## config.mk

```make
export PLATFORM = sky130hd
export DESIGN_NAME = spi_ram_ctrl
export DESIGN_NICKNAME = d
export VERILOG_FILES = /design/src/rtl/spi_ram_ctrl.sv
export SDC_FILE = /design/constraint.sdc
export NUM_CORES = 1
export LEC_CHECK = 0
export CORE_ASPECT_RATIO = 1.2
export CORE_MARGIN = 3
export CORE_UTILIZATION = 46
export CTS_BUF_LIST = sky130_fd_sc_hd__clkbuf_4 sky130_fd_sc_hd__clkbuf_8 sky130_fd_sc_hd__clkbuf_16
export DETAILED_ROUTE_END_ITERATION = 8
export PLACE_DENSITY_LB_ADDON = 0.25
export REMOVE_ABC_BUFFERS = 1
export SLEW_MARGIN = 15
export SYNTH_ARGS = -nofsm -noshare
export SYNTH_HDL_FRONTEND = slang
export SYNTH_SLANG_ARGS = --single-unit
export TNS_END_PERCENT = 50
```

## constraint.sdc

```tcl
create_clock -name clk -period 2.2 [get_ports clk]
set_clock_uncertainty 0.15 [all_clocks]
set_input_delay 0.22 -clock clk [delete_from_list [all_inputs] [get_ports clk]]
set_output_delay 0.22 -clock clk [all_outputs]
set_load 0.02 [all_outputs]
```

## src/rtl/spi_ram_ctrl.sv

```systemverilog
// SPI frame command sequencer and RAM arbiter.
// Shares one single-port RAM between SPI frames and a local host port.
module spi_ram_ctrl #(
  parameter int ADDR_WIDTH = 8,
  parameter int TX_HOLD    = 8,
  parameter bit RR_EN      = 1'b1
) (
  input  logic                  clk,
  input  logic                  rst_n,
  input  logic [9:0]            rx_data,
  input  logic                  rx_valid,
  output logic [7:0]            tx_data,
  output logic                  tx_valid,
  input  logic                  host_req,
  input  logic                  host_we,
  input  logic [ADDR_WIDTH-1:0] host_addr,
  input  logic [7:0]            host_wdata,
  output logic                  host_gnt,
  output logic [7:0]            host_rdata,
  output logic                  host_rvalid,
  output logic                  mem_en,
  output logic                  mem_we,
  output logic [ADDR_WIDTH-1:0] mem_addr,
  output logic [7:0]            mem_wdata,
  input  logic [7:0]            mem_rdata,
  output logic                  spi_ovf
);

  localparam int CW = $clog2(TX_HOLD + 1);

  typedef enum logic [2:0] {
    IDLE, SPI_ACC, SPI_RD, HOST_ACC, HOST_RD
  } state_t;

  state_t state, nxt;

  logic                  rx_valid_q;
  logic                  frame_evt;
  logic [1:0]            op;
  logic [ADDR_WIDTH-1:0] wr_addr;
  logic [ADDR_WIDTH-1:0] rd_addr;
  logic [ADDR_WIDTH-1:0] pend_addr;
  logic [7:0]            pend_wdata;
  logic                  pend_we;
  logic                  spi_pend;
  logic                  prefer_host;
  logic [CW-1:0]         tx_cnt;
  logic                  spi_win;
  logic                  host_win;

  assign frame_evt = rx_valid & ~rx_valid_q;
  assign op        = rx_data[9:8];
  assign tx_valid  = (tx_cnt != '0);

  // pointer only matters when both sides contend
  assign spi_win  = spi_pend &
                    (~host_req | ~RR_EN | ~prefer_host);
  assign host_win = host_req & ~spi_win;

  always_ff @(posedge clk or negedge rst_n) begin
    if (!rst_n) state <= IDLE;
    else        state <= nxt;
  end

  always_comb begin
    nxt = state;
    unique case (state)
      IDLE: begin
        if (spi_win)       nxt = SPI_ACC;
        else if (host_win) nxt = HOST_ACC;
        else               nxt = IDLE;
      end
      SPI_ACC:  nxt = pend_we ? IDLE : SPI_RD;
      SPI_RD:   nxt = IDLE;
      HOST_ACC: nxt = host_we ? IDLE : HOST_RD;
      HOST_RD:  nxt = IDLE;
      default:  nxt = IDLE;
    endcase
  end

  always_comb begin
    mem_en      = 1'b0;
    mem_we      = 1'b0;
    mem_addr    = '0;
    mem_wdata   = '0;
    host_gnt    = 1'b0;
    host_rvalid = 1'b0;
    host_rdata  = '0;
    unique case (state)
      SPI_ACC: begin
        mem_en    = 1'b1;
        mem_we    = pend_we;
        mem_addr  = pend_addr;
        mem_wdata = pend_wdata;
      end
      HOST_ACC: begin
        mem_en    = 1'b1;
        mem_we    = host_we;
        mem_addr  = host_addr;
        mem_wdata = host_wdata;
        host_gnt  = 1'b1;
      end
      HOST_RD: begin
        host_rdata  = mem_rdata;
        host_rvalid = 1'b1;
      end
      default: ;
    endcase
  end

  always_ff @(posedge clk or negedge rst_n) begin
    if (!rst_n) begin
      rx_valid_q  <= 1'b0;
      wr_addr     <= '0;
      rd_addr     <= '0;
      pend_addr   <= '0;
      pend_wdata  <= '0;
      pend_we     <= 1'b0;
      spi_pend    <= 1'b0;
      spi_ovf     <= 1'b0;
      prefer_host <= 1'b0;
      tx_data     <= '0;
      tx_cnt      <= '0;
    end else begin
      rx_valid_q <= rx_valid;
      if (state == SPI_ACC) spi_pend <= 1'b0;
      if (frame_evt) begin
        unique case (op)
          2'b00: wr_addr <= rx_data[ADDR_WIDTH-1:0];
          2'b10: rd_addr <= rx_data[ADDR_WIDTH-1:0];
          default: begin
            if (spi_pend) begin
              spi_ovf <= 1'b1;
            end else begin
              spi_pend   <= 1'b1;
              pend_we    <= ~op[1];
              pend_addr  <= op[1] ? rd_addr : wr_addr;
              pend_wdata <= rx_data[7:0];
            end
          end
        endcase
      end
      if (state == IDLE && spi_pend && host_req)
        prefer_host <= spi_win;
      // a fresh capture restarts the hold window
      if (state == SPI_RD) begin
        tx_data <= mem_rdata;
        tx_cnt  <= CW'(TX_HOLD);
      end else if (tx_cnt != '0) begin
        tx_cnt <= tx_cnt - 1'b1;
      end
    end
  end

endmodule

```

## Yosys cells after proc, flatten, opt, wreduce, memory -nomap -nowiden

Cells that the tools add are included.

- Add/subtract/negate cells: 1
- $mul: 0
- Divide/modulo/power cells: 0
- $lt $le $gt $ge: 0
- Equal/unequal tests: 5
- Shifts and indexed selects: 0
- Multiplexer cells: 19
- Bitwise logic cells: 11
- Reduce and logical (&&, ||, !) cells: 12

Operators with widths:

| cell | number |
|---|---|
| 8-bit one-hot mux with 2 select lines | 2 |
| 8-bit two-way mux | 2 |
| 3-bit one-hot mux with 3 select lines | 1 |
| 4-bit two-way mux | 2 |
| 1-bit two-way mux | 7 |
| 1-bit NOT | 7 |
| 3-bit by 2-bit equality test with 1-bit output (second input constant) | 2 |
| 2-bit two-way mux | 3 |
| 3-bit AND reduction | 2 |
| 2-bit AND reduction | 2 |
| 4-bit nonzero test | 1 |
| 2-bit OR reduction | 2 |
| 4-bit by 1-bit subtractor with 4-bit output (second input constant) | 1 |
| 1-bit AND | 3 |
| 3-bit by 1-bit equality test with 1-bit output (second input constant) | 1 |
| 3-bit equality test (second input constant) | 1 |
| 3-bit zero test | 1 |
| 3-bit two-way mux | 1 |
| 2-bit equality test (second input constant) | 1 |
| 1-bit logical AND | 2 |
| 2-bit zero test | 1 |
| 1-bit one-hot mux with 2 select lines | 1 |
| 2-bit nonzero test | 1 |
| 1-bit OR | 1 |

- Register bits: 52
- Bits in latches: 0
- RAM bits: 0
- ROM bits: 0
- Input bits: 39
- Logic and storage cells: 60
- Memories kept: 0

## Longest topological paths before layout

- Word-level depth: 8
- Gate-level depth with buffers: 6

## Worst setup path before layout

OpenSTA, ideal clock, no wires.

- Kind: reg2reg
- Start point: register tx_cnt[0]
- End point: register tx_cnt[1]
- Library setup time: 94 ps
- Arrival: 1493 ps
- Data required time: 1956 ps
- Setup slack: 463 ps
- Stages on the path, launching flop included: 6
- Path through: dfrtp_1 -> inv_1 -> ha_1 -> or3b_2 -> clkbuf_1 -> a211oi_1

- Elaborated cells on any way between the ends: 5
- Those cells by class: add/sub: 1; mux: 2; reduce/logical: 2

RTL lines:

| element | RTL line | source |
|---|---|---|
| from (decl) | 47 | `logic [CW-1:0] tx_cnt;` |
| from (signal assigned) | 148 | `tx_cnt <= CW'(TX_HOLD);` |
| from (signal assigned) | 150 | `tx_cnt <= tx_cnt - 1'b1;` |
| 4-bit nonzero test | -- |  |
| via tx_valid | 13 | `output logic tx_valid,` |
| 2-bit nonzero test (no line) | -- |  |

The timed path passes the listed nets, and every way through them passes these cells. The select of a mux whose other input is x is not followed.
A chain may end at the register's enable or synchronous reset.

## Worst setup path after layout

- Start point: register state[0]
- End point: output host_rvalid

- Longest elaborated chain between the ends: 2

Ends and longest elaborated chain:

| element | RTL line | source |
|---|---|---|
| from (decl) | 35 | `state_t state, nxt;` |
| from (signal assigned) | 62 | `else state <= nxt;` |
| 3-bit equality test | 89 | `unique case (state)` |
| 1-bit two-way mux | 89 |  |
| to (decl) | 20 | `output logic host_rvalid,` |

Every way passes these cells.

==> impl_metrics.tcl <==
set metrics [dict create \
    io_buffers 76 \
    die_y_um 85.6 \
    vias 1762 \
    cts.sinks 52 \
    crit_buf_inv 2 \
    power_density_nw_per_um2 1180 \
    synth_cell_types 29 \
    path_cells "inv_1 -> and3_2 -> clkdlybuf4s50_1" \
    via_per_inst 5.11 \
    worst_ir_drop_vdd_mv 0.679 \
    criticalPathCategory "reg -> out" \
    finalWirelength_um 4860 \
    crit_required_ns 1.83 \
    syn_avg_cell_area_um2 12.1 \
    setup_viol 0 \
    worstHoldPathType "in -> async" \
    grt_pass1_vias 1719 \
    cts_tree "done" \
    wl_per_cell_um 14.1 \
    grt_max_degree 44 \
    fin_crit_sh 0.935 \
    num_io_pins 77 \
    syn_to_final_growth_pct 43.0 \
    worst_pin_slew_ns 0.254 \
    clockBufferDepth 2 \
    hold_ws_ns 0.169 \
    gp_congestion 0.757 \
    drc_errors 0 \
    status "completed" \
    max-cap-violations 0 \
    yosysSeqAreaShare 0.536 \
    arrival_ns 1.69 \
    fmax_mhz 486 \
    h-tree-depth 2 \
    clk_pin_slew_ns 0.09 \
    cts_buffers 5 \
    antenna_left 0 \
    setup_tns_ns 0 \
    dp_hpwl_um 3620 \
    cts_root_buf "clkbuf_8" \
    ys_seq_elements 52 \
    leakage_uw 0.00184 \
    max_slew_margin 0.831 \
    rsz0062_at_grt "false" \
    final_layout_size_suffix_gt1_frac 0.204 \
    worst_skew_pair.late_latency_ns 0.30 \
    cp_slowest_cell "clkdlybuf4s50_1" \
    core_um2 5010 \
    die_area_um2 6190 \
    yosysWarnings 0 \
    critPathMaxStageDelay_ns 0.62 \
    grt_pass1_wl_um 7910 \
    rows 28 \
    worstSetupStartpointType "flop" \
    min_period_ns 2.06 \
    antenna_found_initial 0 \
    final_nets 324 \
    start_util 0.485 \
    final_cell_mix "dfrtp_1, clkdlybuf4s50_1, mux2_2" \
    critPathCaptureType "output pin" \
    first_pass_iters 4 \
    final_common_cell "dfrtp_1" \
    nFillCells 392 \
    grtUsageTotal 0.161 \
    synthCells 201 \
    first_iter_violations 86 \
    path_delay_family "buffers and inverters" \
    worstPathMaxFanout 9 \
    timing.final.max_slew_violations 0 \
    syn-cell-area_um2 2430 \
    die_x_um 72.3 \
    hold_viol_final 0 \
    diodes 0 \
    grt.overflow.total 0 \
]
==> kinds of logic after synthesis <==
family | synth area share
mux | 0.251
simple gates | 0.122
flops | 0.536
buf+inv | 0.0397
compound gates | 0.0392
xor+xnor | 0.00721
fa+ha+maj | 0.00515
==> state kept, by name (all words and copies together), names as in the netlist <==
| signal | flops |
|---|---|
| pend_addr | 8 |
| pend_wdata | 8 |
| pend_we | 1 |
| prefer_host | 1 |
| rd_addr | 8 |
| rx_valid_q | 1 |
| spi_ovf | 1 |
| spi_pend | 1 |
| state | 3 |
| tx_cnt | 4 |
| tx_data | 8 |
| wr_addr | 8 |
==> metal layers <==
metal / track usage / share of wire / vias up
li1: - / - / 856
met1: 0.203 / 0.43 / 851
met2: 0.275 / 0.50 / 50
met3: 0.0375 / 0.061 / 5
met4: 0.0462 / 0.012 / 0
met5: 0 / 0 / -
==> Yosys cell counts <==
library cell	count	share of area
and3_1	1	0.0026
ha_1	1	0.0052
dfrtp_1	52	0.54
or3b_2	1	0.0036
a211o_1	1	0.0036
mux2_2	32	0.15
clkbuf_1	4	0.0062
a211oi_1	1	0.0031
and2_1	8	0.021
and4bb_2	1	0.0052
buf_6	3	0.014
buf_2	5	0.010
mux2i_1	25	0.10
nand3_1	1	0.0021
nor3_1	5	0.010
o21a_1	1	0.0031
a21oi_1	10	0.021
nor2b_1	1	0.0026
or3_1	1	0.0026
a31oi_1	1	0.0026
nor4b_4	1	0.0098
nor4bb_1	1	0.0041
inv_1	6	0.0093
nand2b_1	4	0.010
nor2_1	29	0.045
o21ai_0	1	0.0021
nand3b_1	1	0.0031
xnor2_1	2	0.0072
a41o_1	1	0.0041
==> worst paths after layout <==
check | start | slack [ns] | to | cells past startpoint
min in group clk | prefer_host$_DFFE_PN0P_ | 0.32 | prefer_host$_DFFE_PN0P_ | 1
setup / recovery | state[0]$_DFF_PN0_ | 0.14 | host_rvalid | 3
max in group asynchronous | rst_n | 1.24 | wr_addr[6]$_DFFE_PN0P_ | 3
hold / removal | rst_n | 0.17 | pend_wdata[3]$_DFFE_PN0P_ | 2
hold reg to reg | prefer_host$_DFFE_PN0P_ | 0.32 | prefer_host$_DFFE_PN0P_ | 1
setup reg to reg | tx_cnt[0]$_DFFE_PN0P_ | 0.51 | tx_cnt[1]$_DFFE_PN0P_ | 4
==> report_power, final <==
group | switching [µW] | internal (µW) | total, µW | leakage (µW)
clock | 282 | 401 | 683 | 0.0000645
combinational | 910 | 968 | 1880 | 0.00117
sequential | 212 | 1330 | 1540 | 0.000613
==> layout make-up <==
type	count	area (µm²)	share of cell area
well taps	60	75.1	0.0216
clock inverters	1	30.0	0.00865
inverters	6	22.5	0.00649
repair buffers	88	908	0.262
flip-flops and latches	52	1300	0.375
clock buffers	7	96.3	0.0277
multi-input cells	131	1040	0.299
==> what timing repair did <==
action	CTS	global route
buffers inserted	0	0
endpoints found under the setup margin	19	23
endpoints found under the hold margin	52	0
hold buffers	1	0
gates resized for setup	8	24
==> worst register-to-register path: stages, from the launching register on <==
cell,delay (ns)
dfrtp_1,0.41
inv_1,0.06
ha_1,0.19
or3b_2,0.51
a211oi_1,0.28
==> metrics by stage <==
step | cells | utilization | instance area [µm²] | power (µW) | setup WS [ns]
2_1_floorplan | 189 | - | 2350 | 2670 | -0.367
6_report | 345 | 0.693 | 3470 | 4100 | 0.144
3_5_place_dp | 336 | 0.656 | 3290 | 3510 | 0.127
3_3_place_gp | 336 | 0.656 | 3290 | 3460 | 0.159
4_1_cts | 345 | 0.683 | 3420 | 4190 | 0.00180
5_1_grt | 345 | 0.693 | 3470 | 4380 | 0.0471
Power figures use the tool's default switching activity.
